<file path="src/rtl/pipeline_exec_controller.sv">
// Debug-host execution sequencer for the 5-stage pipeline: RUN / STEP / BREAK / FLUSH,
// HALT detection with a PIPE_DEPTH-1 cycle drain, and a saturating executed-cycle counter.
module pipeline_exec_controller #(
  parameter int PIPE_DEPTH = 5,
  parameter int CNT_W      = 32
) (
  input  logic             i_clk,
  input  logic             i_rst,
  input  logic             i_cmd_valid,
  input  logic [1:0]       i_cmd,
  output logic             o_cmd_ready,
  input  logic             i_halt_fetched,
  input  logic             i_stall_hazard,
  output logic             o_pipe_en,
  output logic             o_pc_en,
  output logic             o_pipe_flush,
  output logic             o_busy,
  output logic             o_halted,
  output logic             o_done,
  output logic             o_step_done,
  output logic [CNT_W-1:0] o_cycle_count,
  output logic [2:0]       o_state
);

  localparam int DW = (PIPE_DEPTH > 2) ? $clog2(PIPE_DEPTH) : 1;

  localparam logic [1:0] CMD_BREAK = 2'b00;
  localparam logic [1:0] CMD_RUN   = 2'b01;
  localparam logic [1:0] CMD_STEP  = 2'b10;
  localparam logic [1:0] CMD_FLUSH = 2'b11;

  typedef enum logic [2:0] {
    S_IDLE  = 3'd0,
    S_RUN   = 3'd1,
    S_STEP  = 3'd2,
    S_DRAIN = 3'd3,
    S_DONE  = 3'd4,
    S_FLUSH = 3'd5
  } state_t;

  state_t        state;
  logic [DW-1:0] drain_cnt;
  logic          cmd_acc;
  logic          exec_state;

  assign exec_state  = (state == S_RUN) || (state == S_STEP);
  assign o_cmd_ready = (state == S_IDLE) || (state == S_RUN);
  assign cmd_acc     = i_cmd_valid & o_cmd_ready;
  assign o_pipe_en   = exec_state || (state == S_DRAIN);
  assign o_busy      = o_pipe_en;
  // A fetched HALT must not advance the PC past itself; stalls only freeze the PC.
  assign o_pc_en     = exec_state & ~i_stall_hazard & ~i_halt_fetched;
  assign o_state     = state;

  always_ff @(posedge i_clk or posedge i_rst) begin
    if (i_rst) begin
      state         <= S_IDLE;
      drain_cnt     <= '0;
      o_halted      <= 1'b0;
      o_done        <= 1'b0;
      o_step_done   <= 1'b0;
      o_pipe_flush  <= 1'b0;
      o_cycle_count <= '0;
    end else begin
      o_done       <= 1'b0;
      o_step_done  <= 1'b0;
      o_pipe_flush <= 1'b0;

      if (o_pipe_en && (o_cycle_count != {CNT_W{1'b1}}))
        o_cycle_count <= o_cycle_count + 1'b1;

      case (state)
        S_IDLE: begin
          if (cmd_acc) begin
            case (i_cmd)
              CMD_RUN:   if (!o_halted) state <= S_RUN;
              CMD_STEP:  if (!o_halted) state <= S_STEP;
              CMD_FLUSH: begin
                state        <= S_FLUSH;
                o_pipe_flush <= 1'b1;
              end
              default: ;
            endcase
          end
        end
        S_RUN: begin
          // HALT and BREAK together collapse into one drain.
          if (i_halt_fetched || (cmd_acc && (i_cmd == CMD_BREAK))) begin
            state     <= S_DRAIN;
            drain_cnt <= DW'(PIPE_DEPTH - 1);
          end
        end
        S_STEP: begin
          o_step_done <= 1'b1;
          if (i_halt_fetched) begin
            state     <= S_DRAIN;
            drain_cnt <= DW'(PIPE_DEPTH - 1);
          end else begin
            state <= S_IDLE;
          end
        end
        S_DRAIN: begin
          drain_cnt <= drain_cnt - 1'b1;
          if (drain_cnt == DW'(1)) begin
            state    <= S_DONE;
            o_done   <= 1'b1;
            o_halted <= 1'b1;
          end
        end
        S_DONE: state <= S_IDLE;
        S_FLUSH: begin
          o_cycle_count <= '0;
          o_halted      <= 1'b0;
          state         <= S_IDLE;
        end
        default: state <= S_IDLE;
      endcase
    end
  end

endmodule

</file>
<file path="config.mk">
export PLATFORM = sky130hd
export DESIGN_NAME = pipeline_exec_controller
export DESIGN_NICKNAME = d
export VERILOG_FILES = /design/src/rtl/pipeline_exec_controller.sv
export SDC_FILE = /design/constraint.sdc
export NUM_CORES = 1
export LEC_CHECK = 0
export ABC_AREA = 1
export BUFFER_PORTS_ARGS = -buffer_cell sky130_fd_sc_hd__clkbuf_2
export CAP_MARGIN = 5
export CORE_MARGIN = 2
export CORE_UTILIZATION = 40
export DETAILED_ROUTE_END_ITERATION = 10
export GPL_TIMING_DRIVEN = 0
export HOLD_SLACK_MARGIN = 0.03
export PLACE_DENSITY = 0.7
export REMOVE_ABC_BUFFERS = 1
export SKIP_CTS_REPAIR_TIMING = 1
export SLEW_MARGIN = 20
export SYNTH_ARGS = -nofsm -noshare
export SYNTH_HDL_FRONTEND = slang
export SYNTH_SLANG_ARGS = --single-unit
</file>
<file path="constraint.sdc">
create_clock -name i_clk -period 1.6 [get_ports i_clk]
set_clock_uncertainty 0.05 [all_clocks]
set_input_delay 0.16 -clock i_clk [delete_from_list [all_inputs] [get_ports i_clk]]
set_output_delay 0.16 -clock i_clk [all_outputs]
set_load 0.01 [all_outputs]
</file>
Word level (Yosys, flattened, before mapping). Index checks and enable logic that the tools add are counted.

Register bits after elaboration: 42. Output and inout bits: 43.

Reductions and logical operators: 14. Equality and inequality tests: 16. Mux-type cells: 21. Add/subtract/negate cells: 2. Bitwise operators: 5.

Operator list (count): $mux W32 (2); $add A32 B1 Y32 const B (1); $ne A32 B32 Y1 const B (1); $mux W3 (7); $pmux W3 S3 (2); $pmux W3 S4 (1); $mux W1 (7); $eq A3 B1 Y1 const B (2); $eq A3 B2 Y1 const B (2); $ne A3 B3 Y1 const B (2); $reduce_and A6 Y1 (1); $eq A2 B2 Y1 const B (2); $logic_or A1 B1 Y1 (4); $ne A2 B1 Y1 const B (2); $ne A2 B2 Y1 const B (2); $ne A4 B1 Y1 const B (1); $reduce_bool A2 Y1 (2); $and A1 B1 Y1 (3); $eq A3 B3 Y1 const B (1); $logic_not A3 Y1 (1); $reduce_and A3 Y1 (1); $reduce_bool A3 Y1 (1); $sub A3 B1 Y3 const B (1); $eq A2 B1 Y1 const B (1); other kinds (6) (8).

Logic depth before layout (Yosys ltp).
Depth in word-level cells: 7. Depth in mapped cells: 11. Depth with buffers taken out: 10.

Worst setup path after synthesis. Ideal clock, no wire load.

Kind: reg-to-reg. Start: register o_cycle_count[1]. End: register o_cycle_count[8]. Buffers on the path: 1. Path slack: -0.092 ns. Arrival time: 1.523 ns. Stages on the path, launching flop included: 12. Data required time: 1.432 ns. Cells stage by stage: dfrtp_1 ha_1 nand2_1 nor2_4 nand2_4 nor2_8 nand2_4 nand2_8 inv_6 buf_6 nand2_2 o21ai_2.

Word-level cells in the longest chain between the ends: 3. Elaborated cells on any way between the ends: 6. Classes of those cells: add/sub: 1; eq/ne: 1; mux: 2; reduce/logical: 2.

RTL lines: start, declared (line 21) `output logic [CNT_W-1:0] o_cycle_count,`; start signal, assigned (line 70) `o_cycle_count <= o_cycle_count + 1'b1;`; $add A32 B1 Y32 or $ne A32 B32 Y1 (tied branches) (line 70, 69); $mux W32 or $logic_and A1 B1 Y1 (tied branches) (line 69) `if (o_pipe_en && (o_cycle_count != {CNT_W{1'b1}}))`; $mux W32 or $reduce_bool A2 Y1 (tied branches).

Parallel ways exist; a longest one is shown, timed or not. The select of a mux whose other input is x is not followed. A chain may end at the register's enable or synchronous reset.

Worst setup path after layout.
Start: register o_cycle_count[1]. End: register o_cycle_count[0].

Word-level cells in the longest chain between the ends: 3.

RTL lines (line): $ne A32 B32 Y1 (69); $logic_and A1 B1 Y1 (69); $reduce_bool A2 Y1 (no line).

No other way between the ends.

==> metrics.md <==
| Metric | Value |
|---|---|
| # placed instances | 529 |
| Detailed Route WL | 7.506 mm |
| Area post-placement | 0.003209 mm² |
| Top sig layer | met4 |
| R2R depth | 10 |
| Slew @ Worst Pin | 0.3836 ns |
| Synth area leader | dfrtp_1 |
| Share of cells above drive strength 1 | 33.41% |
| Combined area of the multi-input logic cells | 0.001733 mm² |
| Failing checks | negative setup slack |
| Crit path from | o_cycle_count[1] |
| Post-synth top cells | nand2_1 (127), nor2_1 (44), dfrtp_1 (42), inv_1 (32), nand3_1 (27) |
| Die Wd | 88.82 µm |
| Crit path buffers/inverters | 1 |
| Nature of the critical path startpoint | flip-flop |
| Rel. slew slack | 74.39% |
| Non-filler cells, final | 557 |
| Root Driver | clkbuf_8 |
| Drt drc | 0 |
| FFs w/ async S/R, synth | 100.0% |
| Initial antenna violation count | 0 |
| Sw Pwr | 2.375 mW |
| CTS tree | done |
| Most numerous cell in the Yosys netlist | nand2_1 |
| Die Y | 88.82 µm |
| H-tree depth | 2 |
| Final Core Density | 53.11% |
| HP Class | in2reg |
| Internal | 2.703 mW |
| Routability Congestion | 0.8425 |
| First DRT Iteration DRCs | 125 |
| Fmax | 0.5822 GHz |
| Clk buf depth | 2 |
| Worst R2R Start | o_cycle_count[1] |
| Pre-CTS WS | -0.3546 ns |
| Comb pwr share | 56.9% |
| Final hold vios | 0 |
| Total number of vias | 2753 |
| Synth Register Bits | 42 |
| Number of buffers created by CTS | 5 |
| Initial Utilization | 41.89% |
| Port Buffers | 49 |
| Largest net degree at the start of global routing | 36 |
| End of the critical path | o_cycle_count[0] |
| Reg2reg end | o_cycle_count[0] |
| Yosys top cell area share | 36.52% |
| Max-slew violations | 0 |
| Total iterations of the first detailed-routing run | 4 |
| Flop2flop setup slack | -0.12 ns |
| Max-Cap Viols | 0 |
| Mapped Cells | 392 |
| Area growth, synth to finish | 26.78% |
| Clock slew at reported path FFs | 0.09 ns |
| Diode count | 0 |
| Hold WS | 0.05480 ns |
| Routed Antenna Nets | 0 |
| Yosys warns | 0 |
| Post-synth EDFFs | 0 |
| Power Density | 1392 mW/mm² |
| Mapped Area | 0.002878 mm² |
| Nets | 470 |
| Top Ports | 50 |
| Clk sinks | 42 |
| Rows | 30 |
| Worst Path Class, Setup | reg2reg |
| Design area | 0.003649 mm² |
| Synth area leaders | dfrtp_1 (37%), nand2_1 (17%), nor2_1 (5.7%), nand3_2 (5.6%), nand3_1 (4.7%) |
| Sw frac | 46.76% |
| Worst Min Path Start | i_cmd_valid |
| Flop pwr share | 28.4% |
| Crit path depth | 10 |
| Met1 WL | 3.454 mm |
| First-pass GRT wire length | 11.40 mm |
| Mean Syn Cell Area | 7.341 µm² |
| Worst-case vdd ir drop | 1109 µV |
| Vias per cell | 4.943 |
| Arrival time worst endpoint | 1.87 ns |
| Worst skew pair latency | 0.31 ns |
| Delay-heaviest family, CP | simple AND/OR/NAND/NOR gates |
| WL per Instance | 13.48 µm |
| Result of the run | complete, but fails checks |
| P_leak | 1.702 nW |
| Global route total overflow | 0 |
| Crit path cell chain | ha_4, nand2_4, nor2_4, nand2_4, nor2_8, nand2_4, nand2_8, inv_8, nand3_2, o21ai_2 |
| Yosys cell types | 37 |
| Critical path's largest stage delay | 0.43 ns |
| Global-route usage over all layers | 18.33% |
| DR WL met2 | 3.557 mm |
| Core Box Area | 0.006869 mm² |
| Register area share after synthesis | 36.52% |
| Period minus WS final | 1.718 ns |
| Kind of end point of the critical path | flip-flop |
| Worst-path fanout max | 21 |
| # setup viols final | 35 |
| CP Data Required Time | 1.75 ns |
| Unrepaired setup endpoints after global routing | true |
| Synth Flop Type | dfrtp_1 |
| Slowest cell on the critical path | dfrtp_1 |
| Fillers | 683 |
| Die area | 0.007889 mm² |
| Top cell by count, worst path | nand2_4 |
| Dpl hpwl | 5.050 mm |
| Final Cycle Share | 107.4% |
| Setup slack after layout | -0.1176 ns |
| Reg area | 0.001061 mm² |
| Vias in the first global route | 2401 |
| Clk pwr share | 14.7% |
| Metal3 WL | 359 µm |
-- logic make-up after synthesis --
logic type                 Yosys count  synth area share, %
and+or+nand+nor                    251                42.61
buffers and inverters               47                8.000
DFF                                 42                36.52
AOI/OAI and AO/OA                   39                8.522
xor gates and xnor gates            10                3.043
adders and majority gates            3                1.304
-- how the worst min path moves through the flow --
stage	endpoint	slack, ns	cells past startpoint
floorplan	o_pipe_flush	0.24	2
global placement	o_pipe_flush	0.35	3
detailed placement	o_cycle_count[3]	0.10	2
CTS	o_cycle_count[3]	-0.24	2
global route	o_pipe_flush	0.07	3
finish	o_pipe_flush	0.05	3
-- flip-flops by register name (all words and copies together) (netlist names) --
signal         flops
o_pipe_flush       1
o_state            3
o_halted           1
drain_cnt          3
o_done             1
o_cycle_count     32
o_step_done        1
-- tightest hold or removal path: cells and delay by family --
family | cells | cell delay, ns
buf+inv | 2 | 0.16
simple gates | 1 | 0.05
-- power by group through the flow --
stage | combinational [mW] | clock [mW] | sequential (mW)
after floorplan | 1.30 | 0 | 1.44
after global placement | 1.87 | 0 | 1.41
after detailed placement | 1.95 | 0 | 1.42
after CTS | 1.96 | 0.767 | 1.40
after global routing | 3.10 | 0.817 | 1.47
final | 2.89 | 0.745 | 1.44
-- placed cells by master, fill, tap and decap left out, types with 2 or more instances in the layout --
cell type and count:
nand3_4 2, nand4_1 2, o21ai_0 12, inv_1 30, nand2_4 5, nor2_1 41, o21bai_1 3, nor2_2 8
clkbuf_8 6, buf_4 15, nand3_1 22, a21oi_1 6, xnor2_1 5, buf_12 3, ha_1 2, inv_2 6
clkbuf_2 46, xor2_1 5, o21ai_2 9, nand2_8 2, o22ai_1 2, o21ai_1 4, dfrtp_2 8, and2_1 2
nor3_1 2, buf_6 2, nor2_4 6, nand3b_1 8, nand2_2 6, dfrtp_1 34, nand2_1 123, nand3_2 19
-- metal layers --
metal / up-vias / global-route usage [%]
met1: 1277 / 24.84
li1: 1389 / -
met4: 0 / 4.683
met5: - / 0
met2: 76 / 29.99
met3: 11 / 3.638
-- stage by stage --
| stage | TNS [ns] | power [mW] |
|---|---|---|
| final | -3.128 | 5.078 |
| after global routing | -6.292 | 5.383 |
| after CTS | -9.787 | 4.127 |
| after detailed placement | -8.760 | 3.371 |
| after global placement | -41.32 | 3.275 |
| after floorplan | -17.19 | 2.732 |
-- layout make-up --
class,instances,area share [%]
Tap cell,96,3.292
Clock inverter,2,0.3429
Multi-Input combinational cell,304,47.50
Timing Repair Buffer,70,13.51
Clock buffer,6,2.263
Sequential cell,42,29.08
Inverter,37,4.012
Power figures use the tool's default switching activity.
